--- config.mk ---
export PLATFORM = sky130hd
export DESIGN_NAME = writeback_stage
export DESIGN_NICKNAME = d
export VERILOG_FILES = /design/src/rtl/pipelinedefs_pkg.sv /design/src/rtl/pipereg.sv /design/src/rtl/wb_load_align.sv /design/src/rtl/writeback_stage.sv
export SDC_FILE = /design/constraint.sdc
export NUM_CORES = 1
export LEC_CHECK = 0
export BUFFER_PORTS_ARGS = -buffer_cell sky130_fd_sc_hd__clkbuf_2
export CAP_MARGIN = 20
export CORE_MARGIN = 2
export CORE_UTILIZATION = 58
export DETAILED_ROUTE_END_ITERATION = 8
export GPL_TIMING_DRIVEN = 0
export PLACE_DENSITY = 0.86
export SYNTH_ARGS = -nofsm -noshare
export SYNTH_HDL_FRONTEND = slang
export SYNTH_SLANG_ARGS = --single-unit
--- constraint.sdc ---
create_clock -name Clk -period 4 [get_ports Clk]
set_input_delay 1.2 -clock Clk [delete_from_list [all_inputs] [get_ports Clk]]
set_output_delay 1.2 -clock Clk [all_outputs]
set_load 0.01 [all_outputs]
--- src/rtl/pipelinedefs_pkg.sv ---
// Shared pipeline definitions: MEM/WB register field layout, writeback
// source encodings and load size encodings.
package pipelinedefs;

  // Writeback result source selection
  typedef enum logic [1:0] {
    WB_SEL_ALU  = 2'b00,
    WB_SEL_LOAD = 2'b01,
    WB_SEL_PC4  = 2'b10,
    WB_SEL_ALU2 = 2'b11
  } wbsel_e;

  // Load access size; both 10 and 11 mean a byte access
  typedef enum logic [1:0] {
    LD_WORD  = 2'b00,
    LD_HALF  = 2'b01,
    LD_BYTE  = 2'b10,
    LD_BYTE2 = 2'b11
  } ldsize_e;

  // MEM/WB register field positions (LSB of each field, packed low to high)
  localparam int MEMWB_ADDRLO_LO  = 0;
  localparam int MEMWB_LDSIGNED   = 2;
  localparam int MEMWB_LDSIZE_LO  = 3;
  localparam int MEMWB_PC_LO      = 5;
  localparam int MEMWB_MEMDATA_LO = 37;
  localparam int MEMWB_ALURES_LO  = 69;
  localparam int MEMWB_WBSEL_LO   = 101;
  localparam int MEMWB_RDS_LO     = 103;
  localparam int MEMWB_REGWRITE   = 108;
  localparam int MEMWB_VALID      = 109;
  localparam int MEMWB_WIDTH      = 110;

  // Only the valid bit is cleared by a flush; payload bits are left alone
  localparam logic [MEMWB_WIDTH-1:0] MEMWB_FLUSH_MASK =
    MEMWB_WIDTH'(1) << MEMWB_VALID;

  // Link address of an instruction; wraps naturally at 2^32
  function automatic logic [31:0] pc_plus4(input logic [31:0] pc);
    return pc + 32'd4;
  endfunction

endpackage

--- src/rtl/pipereg.sv ---
// Generic pipeline register with enable, masked clear and active-high
// asynchronous reset. Clear has priority over the enable.
module pipereg #(
  parameter int               WIDTH    = 1,
  parameter logic [WIDTH-1:0] CLR_MASK = '0
) (
  input  logic             clk_i,
  input  logic             rst_i,
  input  logic             en_i,
  input  logic             clr_i,
  input  logic [WIDTH-1:0] d_i,
  output logic [WIDTH-1:0] q_o
);

  logic [WIDTH-1:0] data_q;

  // Capture on enable, drop masked bits on clear, zero everything on reset
  always_ff @(posedge clk_i or posedge rst_i) begin
    if (rst_i) begin
      data_q <= '0;
    end else if (clr_i) begin
      data_q <= data_q & ~CLR_MASK;
    end else if (en_i) begin
      data_q <= d_i;
    end
  end

  assign q_o = data_q;

endmodule

--- src/rtl/wb_load_align.sv ---
// Little-endian load lane selection with zero or sign extension.
// Half accesses use lane addr[1]; byte accesses use lane addr[1:0].
module wb_load_align
  import pipelinedefs::*;
(
  input  logic [31:0] mem_data_i,
  input  logic [1:0]  ld_size_i,
  input  logic        ld_signed_i,
  input  logic [1:0]  addr_lo_i,
  output logic [31:0] data_o
);

  logic [15:0] halfLane;
  logic [7:0]  byteLane;

  // Pick the addressed half-word and byte out of the raw memory word
  always_comb begin
    halfLane = addr_lo_i[1] ? mem_data_i[31:16] : mem_data_i[15:0];
    byteLane = mem_data_i[8*addr_lo_i +: 8];
  end

  // Extend the selected lane according to size and signedness
  always_comb begin
    data_o = mem_data_i;
    case (ldsize_e'(ld_size_i))
      LD_WORD:           data_o = mem_data_i;
      LD_HALF:           data_o = {{16{ld_signed_i & halfLane[15]}}, halfLane};
      LD_BYTE, LD_BYTE2: data_o = {{24{ld_signed_i & byteLane[7]}}, byteLane};
      default:           data_o = mem_data_i;
    endcase
  end

endmodule

--- src/rtl/writeback_stage.sv ---
// Writeback stage: MEM/WB pipeline register, result selection, register
// file write port and retired-instruction counter.
// Optional macro WB_BYPASS_EN adds a registered copy of the previous
// cycle's write port for decode-stage bypassing.
module writeback_stage
  import pipelinedefs::*;
#(
  parameter int RETIRE_W = 32
) (
  input  logic                Clk,
  input  logic                reset,
  input  logic                iValid,
  input  logic                iRegWrite,
  input  logic [4:0]          iRDS,
  input  logic [1:0]          iWbSel,
  input  logic [31:0]         iALURes,
  input  logic [31:0]         iMemData,
  input  logic [31:0]         iPC,
  input  logic [1:0]          iLdSize,
  input  logic                iLdSigned,
  input  logic [1:0]          iAddrLo,
  input  logic                stall,
  input  logic                flush,
  output logic                rf_we,
  output logic [4:0]          WAddr,
  output logic [31:0]         WData,
  output logic [RETIRE_W-1:0] oRetired
`ifdef WB_BYPASS_EN
  ,
  output logic                oFwdValid,
  output logic [4:0]          oFwdAddr,
  output logic [31:0]         oFwdData
`endif
);

  logic                   rstHigh;
  logic [MEMWB_WIDTH-1:0] memwb_d;
  logic [MEMWB_WIDTH-1:0] memwb_q;

  logic        wbValid;
  logic        wbRegWrite;
  logic [4:0]  wbRds;
  logic [1:0]  wbSel;
  logic [31:0] aluRes;
  logic [31:0] memData;
  logic [31:0] pcVal;
  logic [1:0]  ldSize;
  logic        ldSigned;
  logic [1:0]  addrLo;
  logic [31:0] loadData;
  logic [31:0] wbData;
  logic        rfWe;

  logic [RETIRE_W-1:0] retired_d;
  logic [RETIRE_W-1:0] retired_q;

  assign rstHigh = ~reset;

  assign memwb_d = {iValid, iRegWrite, iRDS, iWbSel, iALURes, iMemData,
                    iPC, iLdSize, iLdSigned, iAddrLo};

  pipereg #(
    .WIDTH    (MEMWB_WIDTH),
    .CLR_MASK (MEMWB_FLUSH_MASK)
  ) u_memwb (
    .clk_i (Clk),
    .rst_i (rstHigh),
    .en_i  (~stall),
    .clr_i (flush),
    .d_i   (memwb_d),
    .q_o   (memwb_q)
  );

  assign wbValid    = memwb_q[MEMWB_VALID];
  assign wbRegWrite = memwb_q[MEMWB_REGWRITE];
  assign wbRds      = memwb_q[MEMWB_RDS_LO +: 5];
  assign wbSel      = memwb_q[MEMWB_WBSEL_LO +: 2];
  assign aluRes     = memwb_q[MEMWB_ALURES_LO +: 32];
  assign memData    = memwb_q[MEMWB_MEMDATA_LO +: 32];
  assign pcVal      = memwb_q[MEMWB_PC_LO +: 32];
  assign ldSize     = memwb_q[MEMWB_LDSIZE_LO +: 2];
  assign ldSigned   = memwb_q[MEMWB_LDSIGNED];
  assign addrLo     = memwb_q[MEMWB_ADDRLO_LO +: 2];

  wb_load_align u_align (
    .mem_data_i  (memData),
    .ld_size_i   (ldSize),
    .ld_signed_i (ldSigned),
    .addr_lo_i   (addrLo),
    .data_o      (loadData)
  );

  // Choose the writeback value from the registered instruction fields
  always_comb begin
    wbData = aluRes;
    case (wbsel_e'(wbSel))
      WB_SEL_ALU, WB_SEL_ALU2: wbData = aluRes;
      WB_SEL_LOAD:             wbData = loadData;
      WB_SEL_PC4:              wbData = pc_plus4(pcVal);
      default:                 wbData = aluRes;
    endcase
  end

  // Writes to r0 are dropped here so the register file needs no special case
  assign rfWe  = wbValid & wbRegWrite & (wbRds != 5'd0);
  assign rf_we = rfWe;
  assign WAddr = wbRds;
  assign WData = wbData;

  // A held instruction retires only on the edge where the stall releases
  always_comb begin
    retired_d = retired_q;
    if (wbValid && !stall) begin
      retired_d = retired_q + RETIRE_W'(1);
    end
  end

  // Retired-instruction counter, wraps silently
  always_ff @(posedge Clk or negedge reset) begin
    if (!reset) begin
      retired_q <= '0;
    end else begin
      retired_q <= retired_d;
    end
  end

  assign oRetired = retired_q;

`ifdef WB_BYPASS_EN
  logic        fwdValid_q;
  logic [4:0]  fwdAddr_q;
  logic [31:0] fwdData_q;

  // Delay the write port by one cycle for same-cycle decode bypass
  always_ff @(posedge Clk or negedge reset) begin
    if (!reset) begin
      fwdValid_q <= 1'b0;
      fwdAddr_q  <= '0;
      fwdData_q  <= '0;
    end else begin
      fwdValid_q <= rfWe;
      fwdAddr_q  <= wbRds;
      fwdData_q  <= wbData;
    end
  end

  assign oFwdValid = fwdValid_q;
  assign oFwdAddr  = fwdAddr_q;
  assign oFwdData  = fwdData_q;
`endif

endmodule

# ---- After elaboration in Yosys (flattened, before gate mapping)
# Index checks and enable logic that the tools add are counted.
dict set report totals {
  ram_bits 0
  input_bits 114
  mem_bits_ro 0
  reg_bits 142
  output_inout_bits 70
  latch_bits 0
  elab_cells 32
  n_memories 0
}
dict set report op_classes {
  n_eq_ne 7
  div_mod_pow 0
  mul 0
  n_shift 1
  bitwise_logic 6
  n_lt_le_gt_ge 0
  mux 5
  n_reduce_logical 8
  addsub 2
}
# op n
set ops {}
lappend ops {{$mux W110} 2}
lappend ops {{$pmux W32 S3} 2}
lappend ops {{$add A32 B1 Y32 const B} 1}
lappend ops {{$add A32 B3 Y32 const B} 1}
lappend ops {{$shiftx A32 B6 Y8} 1}
lappend ops {{$mux W16} 1}
lappend ops {{$eq A2 B2 Y1 const B} 4}
lappend ops {{$reduce_bool A5 Y1} 1}
lappend ops {{$and A1 B1 Y1} 4}
lappend ops {{$eq A2 B1 Y1 const B} 2}
lappend ops {{$logic_not A2 Y1} 2}
lappend ops {{$reduce_or A2 Y1} 2}
lappend ops {{$ne A2 B1 Y1 const B} 1}
lappend ops {{$not A1 Y1} 2}
lappend ops {{$reduce_and A2 Y1} 1}
lappend ops {{$logic_and A1 B1 Y1} 1}
lappend ops {{$logic_not A1 Y1} 1}

# ---- Logic depth before layout (Yosys ltp)
# Gate-level depths: netlist of run 1.
dict set report depth {
  ltp_word 4
  ltp_mapped 8
}

# ---- Modules after synthesis
# Synthesis of run 1 repeated with hierarchy kept, for this count alone.
dict set report hier_totals {
  hier_cells 645
  area_unflattened_um2 7435.9
}
# mod n_inst cells_per_inst seq_area_each_um2 area_each_um2
set by_module_without_submodules {}
lappend by_module_without_submodules {pipereg 1 235 2752.6 4154.0}
lappend by_module_without_submodules {writeback_stage 1 313 800.8 2577.5}
lappend by_module_without_submodules {wb_load_align 1 97 0.0 704.4}

# ---- Least setup slack after synthesis of run 1
# OpenSTA, ideal clock, no wires.
dict set report synth_timing {
  path_type {flip-flop to output port}
  from {register u_memwb.data_q[0] (netlist: u_memwb.q_o[0])}
  to {output WData[20]}
  slack_ns 1.059
  arrival_ns 1.741
  path_stages_with_launch 7
  required_ns 2.800
  path_cell_list {dfrtp_1 mux4_2 a21oi_2 or2_4 buf_6 nor2_2 a221o_1}
}
dict set report synth_via {
  elab_chain_cells 4
}
# item line
set synth_lines {}
lappend synth_lines {{from (decl)} pipereg.sv:15} ;# logic [WIDTH-1:0] data_q;
lappend synth_lines {{from (signal assigned)} pipereg.sv:22} ;# data_q <= data_q & ~CLR_MASK;
lappend synth_lines {{from (signal assigned)} pipereg.sv:24} ;# data_q <= d_i;
lappend synth_lines {{$shiftx A32 B6 Y8} wb_load_align.sv:19} ;# byteLane = mem_data_i[8*addr_lo_i +: 8];
lappend synth_lines {{$and A1 B1 Y1} wb_load_align.sv:28} ;# LD_BYTE, LD_BYTE2: data_o = {{24{ld_signed_i & byteLane[7]}}, byteLane};
lappend synth_lines {{$pmux W32 S3} wb_load_align.sv:25} ;# case (ldsize_e'(ld_size_i))
lappend synth_lines {{$pmux W32 S3} writeback_stage.sv:96} ;# case (wbsel_e'(wbSel))
lappend synth_lines {{to (decl)} writeback_stage.sv:26} ;# output logic [31:0] WData,
# Every way passes these cells.

# ---- Worst setup path in the final report of run 1
dict set report layout_timing {
  from {register u_memwb.data_q[101] (netlist: u_memwb.q_o[101])}
  to {output WData[29]}
}
dict set report layout_via {
  elab_chain_cells 3
  word_cells_on_any_way 6
  classes_between {3 x eq/ne; 1 x mux; 2 x reduce/logical}
}
# item line
set layout_lines {}
lappend layout_lines {{$eq A2 B2 Y1 / $logic_not A2 Y1 (equally long branches)} writeback_stage.sv:96}
lappend layout_lines {{$reduce_or A2 Y1} writeback_stage.sv:96}
lappend layout_lines {{$pmux W32 S3 *} writeback_stage.sv:96}
# Mark *: on every way between the ends. The rest lies on a longest branch, timed or not.

==> flow_metrics.py, run 1 <==
metrics = {
    "run_status": {
        "outcome": "finished clean",
    },
    "cells_and_area": {
        "layout-drive-gt1-share_pct": 37.8,
        "final_nets": 979,
        "final_cell_mix": "183 x clkbuf_2, 142 x dfrtp_1, 92 x mux2_2, 58 x nand2_1, 42 x nor2_1",
        "layout_commonest_cell": "clkbuf_2",
        "areaGrowthSynthToFinish_pct": 23.9,
        "antenna_cells": 0,
    },
    "setup_path": {
        "crit_fanout": 10,
        "crit_buf_inv": 3,
        "required_ns": 2.80,
        "critical_path.startpoint_type": "flop",
        "path_cells": "inv_1 -> ha_1 -> clkbuf_1 -> nor2b_1 -> and2_1 -> a222oi_1 -> o31ai_1 -> clkbuf_2",
        "rrSetupSlack_ns": 2.11,
        "end_kind": "primary output",
        "cpMaxStageDelayCell": "nor2b_1",
        "r2r.worst_path.cells": 6,
        "r2r_end": "oRetired[30]",
        "critPathTopFamily": "simple AND/OR/NAND/NOR gates",
        "max_stage_delay_ns": 0.61,
        "r2r_start": "oRetired[0]",
        "arrival_ns": 2.67,
        "critical_path_class": "flop to primary output",
    },
    "logic_synthesis": {
        "netlist_instances": 658,
        "synthArstFlopShare_pct": 100,
        "synth_top_family_by_area": "multiplexers",
        "synthSimpleGateAreaFrac_pct": 12.9,
        "synth_seq_area_share_pct": 49.4,
        "synth_compound_area_share_pct": 9.93,
        "synthesis.area_um2": 7190,
        "synth.distinct_cells": 58,
        "synth_top_flop_cell": "dfrtp_1",
        "synthMuxAreaShare_pct": 16.3,
        "synth_edf_count": 0,
        "syn_nets": 776,
        "yosys.area_share.adder_pct": 0.696,
        "syn_avg_cell_area_um2": 10.9,
        "synth-xor-area-share_pct": 6.94,
        "ys_ff_latch": 142,
        "ys.warnings.count": 0,
    },
    "global_route": {
        "grt_util_all_layers_pct": 31.2,
        "grt_pass1_vias": 5941,
        "grt_max_degree": 101,
        "overflow": 0,
        "grt_use_met2_pct": 48.5,
        "grt_first_pass_wirelength_um": 31000,
        "met3_usage_pct": 6.80,
        "busiest_layer": "met2",
        "antenna_found_initial": 0,
        "use_met1_pct": 42.6,
    },
    "timing": {
        "hold_violations": 0,
        "clock.fmax_mhz": 258,
        "fin_tns_setup_ns": 0,
        "period_share_pct": 96.8,
        "post-route-min-period_ns": 3.87,
        "finalClockSkew_ns": 0.00536,
        "setup_viol_count_final": 0,
        "worst_slack_ns": 0.128,
        "worstMarginPinSlew_ns": 1.06,
        "max-slew-margin-rel_pct": 28.8,
        "grt_setup_unrepaired": "false",
        "drv_slew": 0,
    },
    "clock_tree": {
        "cts_sinks": 142,
        "path_clk_slew_ns": 0.06,
        "clockRootBuffer": "clkbuf_16",
        "clk_latency_ns": 0.42,
        "numCtsBuffers": 17,
        "cts_tree": "done",
        "cts_buffer_depth": 2,
        "htree_levels": 4,
    },
    "die": {
        "initial_core_util_pct": 59.6,
        "io_pins": 184,
        "row_count": 40,
        "die_w_um": 115,
        "die_height_um": 115,
        "core_um2": 12100,
        "dieArea_um2": 13300,
    },
    "power": {
        "ir_worst_vdd_v": 0.000381,
        "power.density_nw_per_um2": 480,
        "p_leak_nw": 4.18,
    },
    "detailed_routing": {
        "drt_iter0_markers": 657,
        "num_vias": 6071,
        "ant_nets": 0,
        "wl_um": 19800,
        "remaining_drc_errors": 0,
        "wl_per_cell_um": 19.0,
        "drt-pass1-iter-count": 6,
        "via_per_inst": 5.83,
    },
    "worst_hold_path": {
        "whs_path_depth": 1,
        "hp-start": "oRetired[31]",
        "worstHoldPathType": "flop to flop",
        "hold_end": "oRetired[31]",
    },
    "run": {
        "cap_viol_max_count": 0,
    },
    "place": {
        "pre_cts_ws_ns": 0.455,
        "gp_congestion": 0.957,
        "dp_hpwl_um": 14800,
        "numPortBuffers": 183,
    },
}
==> worst register-to-register path, cell delays in order (launching register included) <==
cell and delay, ns:
dfrtp_1 0.41, ha_1 0.16, and3b_1 0.24, and2_0 0.35, nand4_1 0.29, nor2_1 0.22, xor2_1 0.15
==> how the worst max path moves through the flow <==
stage | startpoint | endpoint | depth (start not counted)
2_1_floorplan | u_memwb.q_o[0] | WData[20] | 6
3_3_place_gp | reset | u_memwb.q_o[71] | 1
3_5_place_dp | stall | u_memwb.q_o[18] | 6
4_1_cts | u_memwb.q_o[101] | WData[27] | 8
5_1_grt | u_memwb.q_o[101] | WData[30] | 8
6_report | u_memwb.q_o[101] | WData[29] | 8
==> sequential cells by signal, indices dropped and copies added, names as in the netlist <==
register and count:
u_memwb.q_o 110, oRetired 32
==> repair_timing <==
action / CTS / global route
buffers inserted: 0 / 0
endpoints found under the setup margin: 0 / 10
hold buffers: 0 / 0
resized for setup: 0 / 2
==> where the power goes <==
part           internal (mW)  switching, mW  total, mW
clock                  0.871          0.598       1.47
sequential              1.62          0.180       1.80
combinational          0.465          0.546       1.01
total                   2.95           1.32       4.28
==> area by class of cell <==
class | count | area, um^2
plain buffers | 38 | 184
clock buffers | 23 | 498
clock inverters | 9 | 60.1
fillers | 880 | 3150
inverters | 24 | 90.1
multi-input cells | 454 | 3370
flip-flops and latches | 142 | 3550
well taps | 168 | 210
repair buffers | 184 | 952
==> layer usage <==
metal	part of all wire [%]	wire length (um)
met4	3.7	724
met5	0	0
met2	47	9350
met1	41	8100
met3	8.3	1650
==> Yosys cell counts, types with 2 or more instances <==
cell type / count / area share [%]
or3_1: 3 / 0.26
a21oi_1: 20 / 1.4
dfrtp_1: 142 / 49
a221o_1: 10 / 1.4
buf_6: 2 / 0.31
ha_1: 4 / 0.70
nand2b_1: 2 / 0.17
and3_1: 9 / 0.78
clkbuf_1: 25 / 1.3
xor2_1: 21 / 2.6
nand3b_1: 2 / 0.21
nor4_1: 3 / 0.26
xnor2_1: 36 / 4.4
inv_1: 23 / 1.2
o21bai_1: 2 / 0.21
nor2b_1: 3 / 0.26
buf_4: 5 / 0.52
nor2_1: 42 / 2.2
a2bb2oi_1: 4 / 0.49
o211ai_1: 4 / 0.42
a211oi_1: 5 / 0.52
buf_2: 5 / 0.35
mux2i_1: 10 / 1.4
nand4_1: 17 / 1.5
a221oi_1: 8 / 0.97
and4_1: 9 / 1.1
o21ai_0: 29 / 2.0
nand2_1: 58 / 3.0
nor3_1: 12 / 0.84
mux2_2: 92 / 14
and2_1: 5 / 0.43
nand3_1: 13 / 0.90
o221ai_1: 8 / 0.97
==> cells by family (layout without fill, tap and decap cells) <==
family                   count (synthesis)  count (layout)
AO/OA/AOI/OAI                          103             103
XOR/XNOR                                57              57
adder cells (fa/ha/maj)                  4               4
buffers and inverters                   62             278
flip-flops                             142             142
multiplexers                           104             104
AND/OR/NAND/NOR                        186             186
==> stage by stage <==
stage | total power, mW | cells | hold slack (ns) | area (um^2) | utilization, %
5_1_grt | 4.46 | 1042 | 0.504 | 8910 | 73.9
4_1_cts | 4.28 | 1042 | 0.477 | 8910 | 73.9
3_3_place_gp | 2.78 | 1009 | 0.457 | 8320 | 69.0
6_report | 4.28 | 1042 | 0.475 | 8910 | 73.9
2_1_floorplan | 2.38 | 658 | 0.480 | 7190 | -
3_5_place_dp | 2.81 | 1010 | 0.463 | 8350 | 69.3
(Power assumes the default switching activity.)
==> run 2, diff against run 1 <==
--- a/config.mk
+++ b/config.mk
@@ -8,10 +8,11 @@
 export BUFFER_PORTS_ARGS = -buffer_cell sky130_fd_sc_hd__clkbuf_2
 export CAP_MARGIN = 20
 export CORE_MARGIN = 2
-export CORE_UTILIZATION = 58
+export CORE_UTILIZATION = 59
+export CTS_BUF_LIST = sky130_fd_sc_hd__clkbuf_8
 export DETAILED_ROUTE_END_ITERATION = 8
 export GPL_TIMING_DRIVEN = 0
-export PLACE_DENSITY = 0.86
+export PLACE_DENSITY = 0.88
 export SYNTH_ARGS = -nofsm -noshare
 export SYNTH_HDL_FRONTEND = slang
 export SYNTH_SLANG_ARGS = --single-unit
==> run 2 against run 1 <==
Against the previous run:
- via count grew 0.97%
- critical path depth shrank 1
- sequential share of layout area grew 0.99 points
- die area shrank 1.6%
- sequential power is essentially flat
- wire length is essentially flat
- clock-buffer cell count shrank 1
- total power shrank 9.3%
- worst setup slack gained 0.025 ns
- final area shrank 2.4%
- worst hold slack is essentially flat
- cell count shrank 2.2%
- critical endpoint is now WData[24]
- largest power group unchanged
- highest routed layer unchanged
==> flow_metrics.py, run 2 (synthesized netlist as in run 1, its figures left out) <==
metrics = {
    "setup_path": {
        "critPathLaunch": "u_memwb.q_o[7]",
        "crit_fanout": 7,
        "critical_path.startpoint_type": "flop",
        "path_cells": "ha_1 -> and4_1 -> nand4_1 -> nor3_1 -> xnor2_1 -> o21ai_0 -> clkbuf_2",
        "max_stage_delay_ns": 0.37,
        "r2r_start": "oRetired[0]",
        "end_kind": "primary output",
        "critical_path_class": "flop to primary output",
        "rrSetupSlack_ns": 2.08,
        "cpMaxStageDelayCell": "dfrtp_1",
        "arrival_ns": 2.65,
        "required_ns": 2.80,
    },
    "clock_tree": {
        "numCtsBuffers": 17,
        "htree_levels": 4,
        "hold_buffers": 0,
        "cts_tree": "done",
        "clockRootBuffer": "clkbuf_8",
        "post_cts_buffers": 0,
        "clk_latency_ns": 0.45,
        "cts_sinks": 142,
        "cts_buffer_depth": 2,
        "path_clk_slew_ns": 0.08,
    },
    "die": {
        "initial_core_util_pct": 60.1,
        "die_height_um": 114,
        "io_pins": 184,
        "die_w_um": 114,
        "core_um2": 12000,
        "row_count": 40,
        "dieArea_um2": 13100,
    },
    "cells_and_area": {
        "layout-drive-gt1-share_pct": 37.5,
        "final_nets": 978,
        "antenna_cells": 0,
        "layout_commonest_cell": "clkbuf_2",
        "final_cell_mix": "182 x clkbuf_2, 142 x dfrtp_1, 92 x mux2_2, 58 x nand2_1, 42 x nor2_1",
        "areaGrowthSynthToFinish_pct": 20.9,
        "largest_reg_flops": 110,
        "num-fill-cells": 888,
    },
    "detailed_routing": {
        "remaining_drc_errors": 0,
        "ant_nets": 0,
        "wl_per_cell_um": 19.5,
        "via_per_inst": 6.02,
        "drt_iter0_markers": 623,
        "wl_um": 19800,
        "drt-pass1-iter-count": 6,
        "num_vias": 6130,
    },
    "global_route": {
        "grt_pass1_vias": 5922,
        "overflow": 0,
        "grt_util_all_layers_pct": 30.9,
        "grt_max_degree": 73,
        "antenna_found_initial": 0,
        "grt_first_pass_wirelength_um": 30500,
    },
    "place": {
        "pre_cts_ws_ns": 0.529,
        "gp_congestion": 0.929,
        "dp_hpwl_um": 14900,
        "numPortBuffers": 183,
    },
    "timing": {
        "post-route-min-period_ns": 3.85,
        "fin_tns_setup_ns": 0,
        "finalClockSkew_ns": 0.0136,
        "drv_slew": 0,
        "max-slew-margin-rel_pct": 36.1,
        "worst_slack_ns": 0.154,
        "period_share_pct": 96.2,
        "grt_setup_unrepaired": "false",
        "worstMarginPinSlew_ns": 0.955,
        "setup_viol_count_final": 0,
        "hold_violations": 0,
        "clock.fmax_mhz": 260,
    },
    "run_status": {
        "outcome": "finished clean",
    },
    "power": {
        "total_power_mw": 3.88,
        "p_leak_nw": 4.11,
        "power.density_nw_per_um2": 446,
        "ir_worst_vdd_v": 0.000326,
    },
    "run": {
        "cap_viol_max_count": 0,
    },
    "worst_hold_path": {
        "worstHoldPathType": "flop to flop",
        "hp-start": "oRetired[31]",
    },
}
run 2: changes by cell type in the layout (fill, tap and decap cells not counted):
cell and change:
clkbuf_16 -17, clkbuf_8 +17, inv_1 +3, clkinv_4 -2, clkinvlp_4 -2, buf_1 -1, bufinv_16 +1, clkbuf_2 -1
nand2b_1 -1, nand2b_2 +1
run 2: final cells by class:
type / count / area [um^2] / share of cell area [%]
plain buffers: 37 / 179 / 2.06
inverters: 24 / 90.1 / 1.04
flip-flops and latches: 142 / 3550 / 40.9
repair buffers: 184 / 952 / 10.9
clock buffers: 22 / 303 / 3.48
well taps: 147 / 184 / 2.11
clock inverters: 9 / 68.8 / 0.791
multi-input cells: 454 / 3370 / 38.7
run 2: timing repair:
item                                   CTS  global route
setup endpoints to repair                0            10
endpoints found under the hold margin    0             0
gates resized for setup                  0             1
run 2: routing by layer:
layer  GRT usage (%)  part of all wire [%]
met5               0                     0
met4            12.4                   3.5
met3            8.68                   9.5
met2            47.9                    46
met1            41.5                    41
run 2: critical path: cells and delay by family, from the launching register on:
family                     cells  cell delay (ns)
adders and majority gates      1             0.22
xor gates and xnor gates       1             0.09
and+or+nand+nor                3             1.00
buffers and inverters          1             0.20
DFF                            1             0.37
AOI/OAI and AO/OA              1             0.32
run 2: through the flow:
| step | instance area [um^2] | hold WS (ns) | util [%] | instances |
|---|---|---|---|---|
| 6_report | 8700 | 0.475 | 72.7 | 1019 |
| 5_1_grt | 8700 | 0.509 | 72.7 | 1019 |
| 4_1_cts | 8700 | 0.478 | 72.7 | 1020 |
| 3_5_place_dp | 8330 | 0.462 | 69.6 | 989 |
| 3_3_place_gp | 8290 | 0.464 | 69.3 | 988 |
| 2_1_floorplan | 7190 | 0.480 | - | 658 |
run 2: report_power, final:
part | switching (mW) | internal (mW)
registers | 0.181 | 1.61
clock network | 0.518 | 0.560
logic | 0.540 | 0.466
run 2: worst paths after layout:
kind,endpoint,cells after the start
min reg2reg,oRetired[31],1
min in group asynchronous,u_memwb.q_o[106],1
max,WData[24],7
max reg2reg,oRetired[24],6
min,oRetired[31],1
max in group asynchronous,u_memwb.q_o[38],2
